`src/rtl/fetch_prefetch_unit.sv`:
```
// Instruction fetch unit: single-outstanding sequential word reads feeding a
// PC-tagged prefetch FIFO, with redirect/flush, optional byte swap and sticky fault.
module fetch_prefetch_unit #(
  parameter int                DATA_W   = 32,
  parameter int                ADDR_W   = 32,
  parameter int                DEPTH    = 4,
  parameter logic [ADDR_W-1:0] RESET_PC = '0
) (
  input  logic                     clk,
  input  logic                     rst,
  input  logic                     en,
  input  logic                     little_endian_en,
  input  logic                     redirect_valid,
  input  logic [ADDR_W-1:0]        redirect_pc,
  output logic [ADDR_W-1:0]        mem_addr,
  output logic                     mem_read,
  input  logic [DATA_W-1:0]        mem_rdata,
  input  logic                     mem_ready,
  input  logic                     mem_error,
  output logic                     instr_valid,
  input  logic                     instr_ready,
  output logic [DATA_W-1:0]        instr_data,
  output logic [ADDR_W-1:0]        instr_pc,
  output logic                     fault,
  output logic [ADDR_W-1:0]        fault_pc,
  output logic [$clog2(DEPTH):0]   level
);
  localparam int                NB         = DATA_W / 8;
  localparam int                PTR_W      = $clog2(DEPTH);
  localparam logic [ADDR_W-1:0] PC_INC     = ADDR_W'(NB);
  localparam logic [ADDR_W-1:0] ALIGN_MASK = ~ADDR_W'(NB - 1);
  localparam logic [PTR_W+1:0]  DEPTH_L    = (PTR_W + 2)'(DEPTH);

  typedef enum logic [1:0] {IDLE, REQ, DRAIN, FAULT} state_t;

  state_t            state, state_nxt;
  logic [ADDR_W-1:0] fetch_pc, pc_nxt, addr_nxt, fault_pc_nxt, redirect_aligned;
  logic              fault_nxt;

  // Byte reversal, applied on the response cycle only
  logic [DATA_W-1:0] rdata_rev, rdata_sw;
  for (genvar b = 0; b < NB; b++) begin : g_swap
    assign rdata_rev[8*b +: 8] = mem_rdata[8*(NB-1-b) +: 8];
  end
  assign rdata_sw = little_endian_en ? rdata_rev : mem_rdata;

  assign redirect_aligned = redirect_pc & ALIGN_MASK;

  // Prefetch FIFO; pointers carry an extra wrap bit so level = wr - rd
  logic [DATA_W-1:0] q_data [DEPTH];
  logic [ADDR_W-1:0] q_pc   [DEPTH];
  logic [PTR_W:0]    wr_ptr, rd_ptr;
  logic [PTR_W+1:0]  lvl_ext, lvl_nxt;
  logic              push, pop, full;

  assign level       = wr_ptr - rd_ptr;
  assign lvl_ext     = {1'b0, level};
  assign full        = (lvl_ext == DEPTH_L);
  assign instr_valid = (level != '0);
  assign instr_data  = q_data[rd_ptr[PTR_W-1:0]];
  assign instr_pc    = q_pc[rd_ptr[PTR_W-1:0]];

  // A flush in the same cycle suppresses both the response and the pop
  assign push    = (state == REQ) && mem_ready && !mem_error && !redirect_valid;
  assign pop     = instr_valid && instr_ready && !redirect_valid;
  assign lvl_nxt = lvl_ext + (PTR_W + 2)'(push) - (PTR_W + 2)'(pop);

  always_ff @(posedge clk) begin
    if (push) begin
      q_data[wr_ptr[PTR_W-1:0]] <= rdata_sw;
      q_pc[wr_ptr[PTR_W-1:0]]   <= fetch_pc;
    end
  end

  always_ff @(posedge clk or posedge rst) begin
    if (rst) begin
      wr_ptr <= '0;
      rd_ptr <= '0;
    end else if (redirect_valid) begin
      wr_ptr <= '0;
      rd_ptr <= '0;
    end else begin
      if (push) wr_ptr <= wr_ptr + (PTR_W + 1)'(1);
      if (pop)  rd_ptr <= rd_ptr + (PTR_W + 1)'(1);
    end
  end

  always_comb begin
    state_nxt    = state;
    pc_nxt       = fetch_pc;
    addr_nxt     = mem_addr;
    fault_nxt    = fault;
    fault_pc_nxt = fault_pc;
    case (state)
      IDLE: begin
        if (!redirect_valid && en && !full) begin
          state_nxt = REQ;
          addr_nxt  = fetch_pc;
        end
      end
      REQ: begin
        if (redirect_valid) begin
          // an in-flight read cannot be cancelled; wait it out in DRAIN
          state_nxt = mem_ready ? IDLE : DRAIN;
        end else if (mem_ready && mem_error) begin
          fault_nxt    = 1'b1;
          fault_pc_nxt = mem_addr;
          state_nxt    = FAULT;
        end else if (mem_ready) begin
          pc_nxt = fetch_pc + PC_INC;
          if (en && (lvl_nxt < DEPTH_L)) addr_nxt = fetch_pc + PC_INC;
          else                           state_nxt = IDLE;
        end
      end
      DRAIN: begin
        if (mem_ready) state_nxt = IDLE;
      end
      FAULT: begin
        if (redirect_valid) begin
          state_nxt = IDLE;
          fault_nxt = 1'b0;
        end
      end
      default: state_nxt = IDLE;
    endcase
    if (redirect_valid) pc_nxt = redirect_aligned;
  end

  always_ff @(posedge clk or posedge rst) begin
    if (rst) begin
      state    <= IDLE;
      fetch_pc <= RESET_PC;
      mem_addr <= RESET_PC;
      mem_read <= 1'b0;
      fault    <= 1'b0;
      fault_pc <= '0;
    end else begin
      state    <= state_nxt;
      fetch_pc <= pc_nxt;
      mem_addr <= addr_nxt;
      mem_read <= (state_nxt == REQ) || (state_nxt == DRAIN);
      fault    <= fault_nxt;
      fault_pc <= fault_pc_nxt;
    end
  end

  a_no_push_full: assert property (@(posedge clk) disable iff (rst) !(push && full && !pop));

endmodule
```
`config.mk`:
```
export PLATFORM = sky130hd
export DESIGN_NAME = fetch_prefetch_unit
export DESIGN_NICKNAME = d
export VERILOG_FILES = /design/src/rtl/fetch_prefetch_unit.sv
export SDC_FILE = /design/constraint.sdc
export NUM_CORES = 1
export LEC_CHECK = 0
export ABC_AREA = 1
export CAP_MARGIN = 30
export CORE_ASPECT_RATIO = 1.75
export CORE_UTILIZATION = 40
export DETAILED_ROUTE_END_ITERATION = 6
export PLACE_DENSITY_LB_ADDON = 0.12
export SLEW_MARGIN = 5
export SYNTH_ARGS = -nofsm -noshare
export SYNTH_HDL_FRONTEND = slang
export SYNTH_SLANG_ARGS = --single-unit
```
`constraint.sdc`:
```
create_clock -name clk -period 8.71 [get_ports clk]
set_input_delay 1.742 -clock clk [delete_from_list [all_inputs] [get_ports clk]]
set_output_delay 1.742 -clock clk [all_outputs]
set_load 0.03 [all_outputs]
```
# Word-level counts from Yosys, hierarchy flattened
# Memory sizes are Yosys's and may differ from the RTL's.
# Cells that the tools add are included.
[op_classes]
n_eq_ne = 14
n_mux = 30
n_bitwise = 1
n_addsub = 6
n_reduce_logical = 25
n_lt_le_gt_ge = 1
[ops]
columns = ["op", "count"]
rows = [
  ["$mux W32", 10],
  ["$pmux W32 S2", 1],
  ["$add A32 B3 Y32 const B", 1],
  ["$mux W2", 8],
  ["$mux W3", 4],
  ["$ne A2 B2 Y1 const B", 6],
  ["$reduce_bool A2 Y1", 6],
  ["$logic_and A1 B1 Y1", 9],
  ["$pmux W2 S4", 1],
  ["$add A3 B1 Y3 const B", 2],
  ["$eq A2 B2 Y1 const B", 3],
  ["$reduce_and A3 Y1", 2],
  ["$reduce_and A6 Y1", 1],
  ["$mux W1", 5],
  ["$add A3 B1 Y4", 1],
  ["$eq A2 B1 Y1 const B", 2],
  ["$lt A4 B3 Y1 const B", 1],
  ["$ne A2 B1 Y1 const B", 2],
  ["$reduce_and A4 Y1", 1],
  ["$sub A4 B1 Y4", 1],
  ["$eq A3 B3 Y1 const B", 1],
  ["$logic_not A1 Y1", 3],
  ["$reduce_bool A3 Y1", 1],
  ["$sub A3 B3 Y3", 1],
  ["other kinds (4)", 4],
]
[totals]
wordCells = 87
mem_count = 2
inputBits = 72
ff_bits = 106
mem_bits_rw = 256
[mem_list]
columns = ["memory", "words", "width", "rd", "rd_ports_with_merged_regs", "write_ports", "line_no", "source"]
rows = [
  ["q_data", 4, 32, 1, 0, 1, "50", "logic [DATA_W-1:0] q_data [DEPTH];"],
  ["q_pc", 4, 32, 1, 0, 1, "51", "logic [ADDR_W-1:0] q_pc [DEPTH];"],
]

# Longest topological paths before layout
# Gate-level depths: netlist of the first run.
[depth]
ltp_word = 15
depth_mapped = 27
depth_no_buf = 26

# Least setup slack after synthesis of the first run
# Ideal clock, no wire load.
[synth_timing]
path_kind = "input-to-reg"
startpoint = "input mem_ready"
endpoint = "memory q_data[0][0] (enable)"
path_slack_ns = 3.301
setup_ns = 0.482
path_stages = 5
n_path_buf = 1
arrival_ns = 4.927
required_time_ns = 8.228
path_cell_list = "inv_1 > nor3_4 > nand2_1 > clkbuf_1 > nor2_1"
[synth_via]
elab_chain_cells = 5
[synth_lines]
columns = ["item", "line_no", "source"]
rows = [
  ["from (decl)", "18", "input logic mem_ready,"],
  ["$logic_and A1 B1 Y1 (3 in a row)", "64", "assign push = (state == REQ) && mem_ready && !mem_error && !redirect_valid;"],
  ["$mux W1", "69", "if (push) begin"],
  ["$mux W1 (not written as such)", "70", "q_data[wr_ptr[PTR_W-1:0]] <= rdata_sw;"],
  ["to (decl)", "50", ""],
]
# No other way between the ends.

# Final worst setup path of the first run
[layout_timing]
startpoint = "register rd_ptr[0]"
endpoint = "output instr_pc[11]"
[layout_via]
elab_chain_cells = 1
[layout_lines]
columns = ["item", "line_no", "source"]
rows = [
  ["from (decl)", "52", "logic [PTR_W:0] wr_ptr, rd_ptr;"],
  ["from (signal assigned)", "84", "if (pop) rd_ptr <= rd_ptr + (PTR_W + 1)'(1);"],
  ["$mem_v2 Z4 W32", "-", ""],
  ["to (decl)", "23", "output logic [ADDR_W-1:0] instr_pc,"],
]
# No other way between the ends.

==> run_results.csv, run 1 <==
group,metric,value,unit
run_status,status,"finished clean",
routing,dr_total_vias,10800,
clocking,ctsHoldBuffers,0,
routing,wl_per_cell,19.3,microns
routing,wirelength,40.3,mm
placed_design,gp_congestion,0.891,
clocking,cts_setup_buffers,0,
worst_setup_path,required,6970,ps
synth,yosys_warnings,0,
routing,drtIter0Drc,528,
timing,fin_crit_sh,61.9,%
final_layout,fillers,3385,
worst_setup_path,arrival,3650,ps
placed_design,io_buffer_count,197,
run,maxCapViolCount,0,
routing,routed_via_density,5.18,
timing,whs,493,ps
timing,finClkSkew,19.3,ps
synth,yosys_register_bits,348,
floorplanning,ios,206,
power,power,5.77,mW
floorplanning,chipHeight,259,microns
timing,finalSetupViolations,0,
global_routing,grt_overflow,0,
clocking,clock_latency,520,ps
floorplanning,start_util,40.9,%
timing,slew_violations,0,
timing,worstMarginPinSlew,936,ps
synth,synth.distinct_cells,43,
power,peakVddDrop,213,uV
floorplanning,placementRows,93,
clocking,cts_tree,"built",
clocking,clk_pin_slew,60,ps
timing,min_period,5400,ps
final_layout,diodes,0,
worst_setup_path,worstSetupPathType,"flop to output port",
timing,hold_viol,0,
floorplanning,die-area,38600,sq um
clocking,ctsResizeCount,0,
routing,drt_first_pass_iters,5,
timing,timing.setup.tns,0,ps
final_layout,nets,1672,
final_layout,drive_gt1_share,8.43,%
final_layout,regArea,9950,sq um
synth,synth_top_area_share,49.2,%
power,leakage,7.05,nW
clocking,clockBufferDepth,3,
global_routing,grt_pass1_vias,11000,
power,cellPowerDensity,309,nW/um^2
synth,yosys_most_used_dff,"edfxtp_1",
global_routing,grt_pass1_wl,61.8,mm
clocking,cts_buffers,34,
min_path,hp-class,"flop to flop",
placed_design,hpwl,25.5,mm
final_layout,multi_input_area,4470,sq um
synth,synth_edf_count,248,
synth,synth.most_common_cell,"nand2_1",
timing,relSlewSlack,37.6,%
synth,synth_area_leaders,"edfxtp_1 49%, dfrtp_1 17%, nand2_1 7.0%",
global_routing,grt_max_degree,91,
floorplanning,dieWidth,149,microns
final_layout,synthToLayoutAreaGrowth,23.5,%
synth,synthArstFlopShare,28.7,%
synth,avgSynthCellArea,10.7,sq um
global_routing,antenna_found_initial,0,
synth,synth_common_cells,"283 x nand2_1, 248 x edfxtp_1, 178 x o21ai_0",
worst_setup_path,worstPathMaxFanout,60,
clocking,numClockSinks,348,
synth,syn_inst,1412,
clocking,cts_max_level,2,
clocking,cts_root_buf,"clkbuf_16",
synth,netlist_area,15100,sq um
timing,rsz0062_at_grt,"false",
worst_setup_path,worstSetupStartpointType,"flop",
worst_setup_path,critPathCaptureType,"output port",
synth,synth-seq-area-share,65.8,%
synth,synth_largest_area_cell,"edfxtp_1",
global_routing,grt.total_usage,21.2,%
floorplanning,core,37000,sq um
timing,max_freq,0.185,GHz
routing,drc_errors,0,
routing,antenna_left,0,
## power by group
group / leakage, nW / total, mW / switching [mW] / internal, mW
Clock: 0.537 / 1.46 / 0.627 / 0.832
Combinational: 3.01 / 2.18 / 1.40 / 0.787
Sequential: 3.51 / 2.13 / 0.163 / 1.97
Total: 7.05 / 5.77 / 2.19 / 3.59
## flip-flops by register name, indices dropped and copies added, names as in the netlist, 2 cells and up
name / cells
q_data: 128
q_pc: 120
fault_pc: 30
fetch_pc: 30
mem_addr: 30
rd_ptr: 3
wr_ptr: 3
state: 2
## final cells by class
class	count	area share, %
sequential	348	53.3
tap	475	3.18
inverter	97	2.02
timing repair buffer	214	11.7
multi-input combinational	894	23.9
clock buffer	40	5.02
clock inverter	21	0.871
## through the flow
stage	instance area, sq um	util [%]	worst slack, ps	instances
6_report	18700	50.5	3310	2089
5_1_grt	18700	50.5	3140	2089
4_1_cts	18600	50.4	2970	2087
3_5_place_dp	17500	47.4	3300	2026
3_3_place_gp	17500	47.2	3350	2023
2_1_floorplan	15100	-	3300	1417
## cell families after synthesis
logic type | after synthesis | share of synthesized area, %
AO/OA/AOI/OAI | 310 | 11.6
XOR/XNOR | 14 | 0.810
adder cells (fa/ha/maj) | 11 | 0.959
buffers and inverters | 175 | 5.03
flip-flops | 348 | 65.8
multiplexers | 14 | 1.04
other | 1 | 0.0248
AND/OR/NAND/NOR | 539 | 14.7
## layout by cell type (no fill, tap or decap), drive strengths merged, types with 6 or more instances in the layout
master           n
a21oi           21
buf             18
clkbuf          40
clkdlybuf4s50  196
clkinv          20
conb             6
dfrtp          100
edfxtp         248
ha              10
inv             93
mux2            14
nand2          291
nand3           49
nor2           180
nor3            14
o211ai          22
o21ai          200
o22ai           62
xor2            12
## path summary, 6_finish.rpt
| check | endpoint | depth (start not counted) | slack, ps | from |
|---|---|---|---|---|
| worst max-delay path | instr_pc[11] | 6 | 3310 | rd_ptr[0] |
| worst min-delay path | fault_pc[23] | 1 | 490 | fault_pc[23] |
| worst max register to register | mem_addr[20] | 16 | 4380 | state[1] |
| worst min register to register | fault_pc[23] | 1 | 490 | fault_pc[23] |
| max in group asynchronous | rd_ptr[0] | 3 | 5780 | rst |
| min in group asynchronous | fetch_pc[21] | 2 | 1580 | rst |
## worst max-delay path: stages, from the launching register on
cell	delay [ps]
dfrtp_4	660
clkinv_2	250
buf_12	270
buf_4	550
o21ai_0	160
o22ai_1	410
clkdlybuf4s50_1	770
## per-layer routing
layer	wire length, microns	track usage, %
met5	0	0
met4	1900	10.7
met3	2080	3.20
met2	21200	38.9
met1	15100	23.4
(Power assumes the default switching activity.)
==> run 2: changes to the inputs <==
==> constraint.sdc (replaced) <==
create_clock -name clk -period 4.93 [get_ports clk]
set_input_delay 0.986 -clock clk [delete_from_list [all_inputs] [get_ports clk]]
set_output_delay 0.986 -clock clk [all_outputs]
set_load 0.03 [all_outputs]
==> run_results.csv, run 2 (synthesis gave the netlist of run 1 again) <==
group,metric,value,unit
run_status,status,"finished clean",
power,peakVddDrop,364,uV
routing,drc_errors,0,
worst_setup_path,path_buf_inv,3,
min_path,hp-class,"flop to flop",
min_path,hp-start,"fault",
worst_setup_path,worstPathMaxFanout,48,
clocking,numClockSinks,348,
timing,worstMarginPinSlew,929,ps
final_layout,layout_commonest_cell,"nand2_1",
worst_setup_path,required,3940,ps
timing,finalSetupViolations,0,
timing,relSlewSlack,38.1,%
routing,routed_via_density,5.12,
worst_setup_path,worstSetupStartpointType,"flop",
global_routing,use_met1,23.6,%
timing,max_freq,0.231,GHz
final_layout,final_util,50.7,%
timing,timing.setup.tns,0,ps
clocking,clockBufferDepth,3,
timing,finClkSkew,23.4,ps
worst_setup_path,arrival,3340,ps
worst_setup_path,slowest_stage,"dfrtp_4",
routing,wirelength,40.4,mm
clocking,cts_root_buf,"clkbuf_16",
worst_setup_path,worstSetupPathType,"flop to output port",
routing,wl_per_cell,19.3,microns
worst_setup_path,r2r_cells,24,
worst_setup_path,max_stage_delay,770,ps
global_routing,grt_pass1_vias,10900,
global_routing,grt_pass1_wl,62.1,mm
clocking,ctsHoldBuffers,0,
timing,rsz0062_at_grt,"false",
clocking,ctsResizeCount,0,
clocking,cts_tree,"built",
placed_design,hpwl,26.4,mm
power,leakage,7.09,nW
routing,antenna_left,0,
floorplanning,die-area,38600,sq um
final_layout,design_area,18800,sq um
global_routing,grt_max_degree,67,
final_layout,diodes,0,
worst_setup_path,r2r_end,"mem_addr[12]",
floorplanning,dieWidth,149,microns
clocking,cts_max_level,2,
global_routing,grt_overflow,0,
routing,drtIter0Drc,471,
clocking,clk_pin_slew,60,ps
global_routing,grtUsageMet3,3.09,%
floorplanning,core,37000,sq um
timing,hold_viol,0,
final_layout,drive_gt1_share,8.46,%
final_layout,largest_register_ffs,128,
timing,fin_crit_sh,87.7,%
final_layout,most-common-layout-cells,"283 x nand2_1, 248 x edfxtp_1, 196 x clkdlybuf4s50_1",
global_routing,antenna_found_initial,0,
worst_setup_path,crit_family,"buffers and inverters",
worst_setup_path,critPathCaptureType,"output port",
placed_design,gp_congestion,0.928,
floorplanning,placementRows,93,
timing,slew_violations,0,
worst_setup_path,rrSetupSlack,1070,ps
timing,min_period,4320,ps
final_layout,nets,1676,
placed_design,io_buffer_count,197,
floorplanning,start_util,40.9,%
global_routing,grt.total_usage,21.4,%
worst_setup_path,crit_chain,"clkinv_2 > buf_4 > o21ai_0 > o22ai_1 > clkdlybuf4s50_1",
routing,dr_total_vias,10700,
floorplanning,chipHeight,259,microns
min_path,hold_depth,2,
placed_design,place_ws,1020,ps
routing,drt_first_pass_iters,5,
worst_setup_path,r2r_start,"rd_ptr[0]",
clocking,clock_latency,540,ps
run,maxCapViolCount,0,
global_routing,grt-busiest-layer,"met2",
clocking,cts_setup_buffers,0,
floorplanning,ios,206,
timing,whs,489,ps
timing,setup_slack,608,ps
final_layout,synthToLayoutAreaGrowth,24.0,%
power,cellPowerDensity,550,nW/um^2
global_routing,grtUsageMet2,39.8,%
min_path,hold_end,"fault",
placed_design,place_area,17600,sq um
clocking,cts_buffers,34,
[run 2: worst max path at each step]
stage | cells past startpoint | endpoint | startpoint
finish | 5 | instr_pc[14] | rd_ptr[0]
global route | 5 | instr_pc[14] | rd_ptr[0]
CTS | 5 | instr_pc[11] | rd_ptr[0]
detailed placement | 24 | mem_addr[20] | rd_ptr[0]
global placement | 24 | mem_addr[20] | rd_ptr[0]
floorplan | 5 | q_data[0][0] | mem_ready
[run 2: per-layer routing]
metal / vias up / wire [microns]
li1: 5213 / -
met1: 5163 / 15200
met2: 281 / 21500
met3: 70 / 1880
met4: 0 / 1700
met5: - / 0
[run 2: tightest hold or removal path, delay by kind of cell, from the launching register on]
| kind | cells | cell delay, ps |
|---|---|---|
| AOI/OAI and AO/OA | 1 | 70 |
| DFF | 1 | 340 |
| and+or+nand+nor | 1 | 50 |
[run 2: power breakdown]
group | total, mW | switching, mW | internal [mW]
registers | 3.79 | 0.313 | 3.48
logic | 3.86 | 2.45 | 1.40
clock network | 2.68 | 1.09 | 1.59
[run 2: final cells by class]
class / count / area [sq um]
clock buffer: 47 / 963
clock inverter: 15 / 184
timing repair buffer: 218 / 2220
inverter: 97 / 377
multi-input combinational: 894 / 4470
sequential: 348 / 9950
fill: 3315 / 18200
tap: 475 / 594
[run 2: stage by stage]
stage,std cells,total power [mW]
2_1_floorplan,1417,6.18
3_3_place_gp,2031,7.71
3_5_place_dp,2032,7.74
4_1_cts,2094,10.5
5_1_grt,2094,10.9
6_report,2094,10.3
==> run 3: changes to the inputs <==
--- a/config.mk
+++ b/config.mk
@@ -9,8 +9,10 @@
 export CAP_MARGIN = 30
 export CORE_ASPECT_RATIO = 1.75
 export CORE_UTILIZATION = 40
+export CTS_BUF_LIST = sky130_fd_sc_hd__clkbuf_8 sky130_fd_sc_hd__clkbuf_16
 export DETAILED_ROUTE_END_ITERATION = 6
 export PLACE_DENSITY_LB_ADDON = 0.12
+export RECOVER_POWER = 25
 export SLEW_MARGIN = 5
 export SYNTH_ARGS = -nofsm -noshare
 export SYNTH_HDL_FRONTEND = slang
==> run_results.csv, run 3 (synthesis gave the netlist of run 1 again) <==
group,metric,value,unit
power,power_frac_comb,37.4,%
min_path,hold_depth,2,
final_layout,drive_gt1_share,8.34,%
clocking,numClockSinks,348,
power,p_sw_share,37.4,%
floorplanning,die-area,38600,sq um
worst_setup_path,critPathCaptureType,"output port",
timing,slew_violations,144,
global_routing,grt_max_degree,67,
final_layout,most-common-layout-cells,"283 x nand2_1, 248 x edfxtp_1, 195 x clkdlybuf4s50_1",
routing,routed_via_density,5.12,
floorplanning,core,37000,sq um
global_routing,antenna_found_initial,0,
clocking,cts_setup_buffers,0,
routing,drtIter0Drc,434,
clocking,cts_max_level,2,
routing,wl_per_cell,19.2,microns
global_routing,grt_overflow,0,
timing,max_freq,0.231,GHz
min_path,hp-start,"fault",
worst_setup_path,arrival,3330,ps
final_layout,layout_commonest_cell,"nand2_1",
run_status,status,"complete, but fails checks",
power,net-switching-power,3.85,mW
routing,met2_length,21.6,mm
power,peakVddDrop,363,uV
global_routing,grt_pass1_wl,62.0,mm
worst_setup_path,rrSetupSlack,1090,ps
clocking,clk_pin_slew,60,ps
min_path,hold_end,"fault",
placed_design,hpwl,26.4,mm
run_status,violations,"max-capacitance violations, max-slew violations",
global_routing,grt_pass1_vias,10900,
floorplanning,placementRows,93,
power,pwr-share-seq,36.8,%
final_layout,nets,1676,
timing,rsz0062_at_grt,"false",
worst_setup_path,worstSetupStartpointType,"flop",
min_path,hp-class,"flop to flop",
power,clkPwrFrac,25.8,%
worst_setup_path,required,3940,ps
worst_setup_path,r2r_cells,24,
worst_setup_path,worstSetupPathType,"flop to output port",
placed_design,gp_congestion,0.928,
floorplanning,chipHeight,259,microns
timing,fin_crit_sh,87.6,%
routing,dr_total_vias,10700,
clocking,cts_root_buf,"clkbuf_16",
clocking,clock_latency,530,ps
power,leakage,7.12,nW
routing,drc_errors,0,
worst_setup_path,r2r_start,"rd_ptr[0]",
clocking,ctsResizeCount,0,
worst_setup_path,worstPathMaxFanout,48,
timing,min_period,4320,ps
final_layout,final_util,50.7,%
power,power,10.3,mW
final_layout,synthToLayoutAreaGrowth,24.0,%
placed_design,place_area,17600,sq um
timing,worstMarginPinSlew,2470,ps
routing,drt_first_pass_iters,6,
timing,relSlewSlack,-65.5,%
floorplanning,start_util,40.9,%
clocking,cts_buffers,34,
timing,timing.setup.tns,0,ps
routing,wl_met1,15.0,mm
timing,finClkSkew,20.8,ps
routing,wirelength,40.3,mm
routing,wl_met3,1.93,mm
power,p_int,6.45,mW
routing,antenna_left,0,
global_routing,grt.total_usage,21.4,%
clocking,cts_tree,"built",
routing,top_layer,"met4",
clocking,clockBufferDepth,3,
final_layout,design_area,18800,sq um
run,maxCapViolCount,3,
floorplanning,ios,206,
clocking,ctsHoldBuffers,0,
final_layout,largest_register_ffs,128,
placed_design,io_buffer_count,197,
timing,finalSetupViolations,0,
power,cellPowerDensity,549,nW/um^2
floorplanning,dieWidth,149,microns
timing,hold_viol,0,
worst_setup_path,r2r_end,"mem_addr[12]",
final_layout,diodes,0,
## run 3: changes by cell type in the layout (fill, tap and decap cells not counted)
cell and delta:
inv_1 +10, clkbuf_1 -8, buf_2 -1, buf_4 -1, clkdlybuf4s50_1 -1, clkinvlp_2 +1, dlygate4sd3_1 +1, inv_4 -1
## run 3: layer usage
metal,vias to the layer above,track usage (%)
li1,5207,-
met1,5143,23.6
met2,288,39.8
met3,73,3.09
met4,0,9.67
met5,-,0
## run 3: critical path: stages (launching register included)
cell and delay [ps]:
dfrtp_4 770, clkinv_2 570, buf_4 430, o21ai_0 210, o22ai_1 140, clkdlybuf4s50_1 630
## run 3: power groups by stage
stage               combinational [mW]  clock (mW)  sequential [mW]
floorplan                         2.05           0             4.13
global placement                  3.87           0             3.85
detailed placement                3.90           0             3.84
CTS                               3.91        2.73             3.79
global route                      4.17        2.83             3.84
finish                            3.85        2.66             3.79
## run 3: stage by stage
| step | hold WS (ps) | setup slack [ps] | std cells |
|---|---|---|---|
| floorplan | 466 | 277 | 1417 |
| global placement | 470 | 1090 | 2031 |
| detailed placement | 473 | 1020 | 2032 |
| CTS | 490 | 571 | 2094 |
| global route | 513 | 403 | 2094 |
| finish | 488 | 610 | 2094 |
## run 3: worst max path at each step
stage / to / startpoint
2_1_floorplan: q_data[0][0] / mem_ready
6_report: instr_pc[14] / rd_ptr[0]
4_1_cts: instr_pc[11] / rd_ptr[0]
5_1_grt: instr_pc[14] / rd_ptr[0]
3_3_place_gp: mem_addr[20] / rd_ptr[0]
3_5_place_dp: mem_addr[20] / rd_ptr[0]
## run 3: final cells by class
type | instances | area, sq um
multi-input cells | 894 | 4470
repair buffers | 218 | 2210
clock inverters | 25 | 221
inverters | 97 | 375
flip-flops and latches | 348 | 9950
clock buffers | 37 | 926
fillers | 3318 | 18200
well taps | 475 | 594
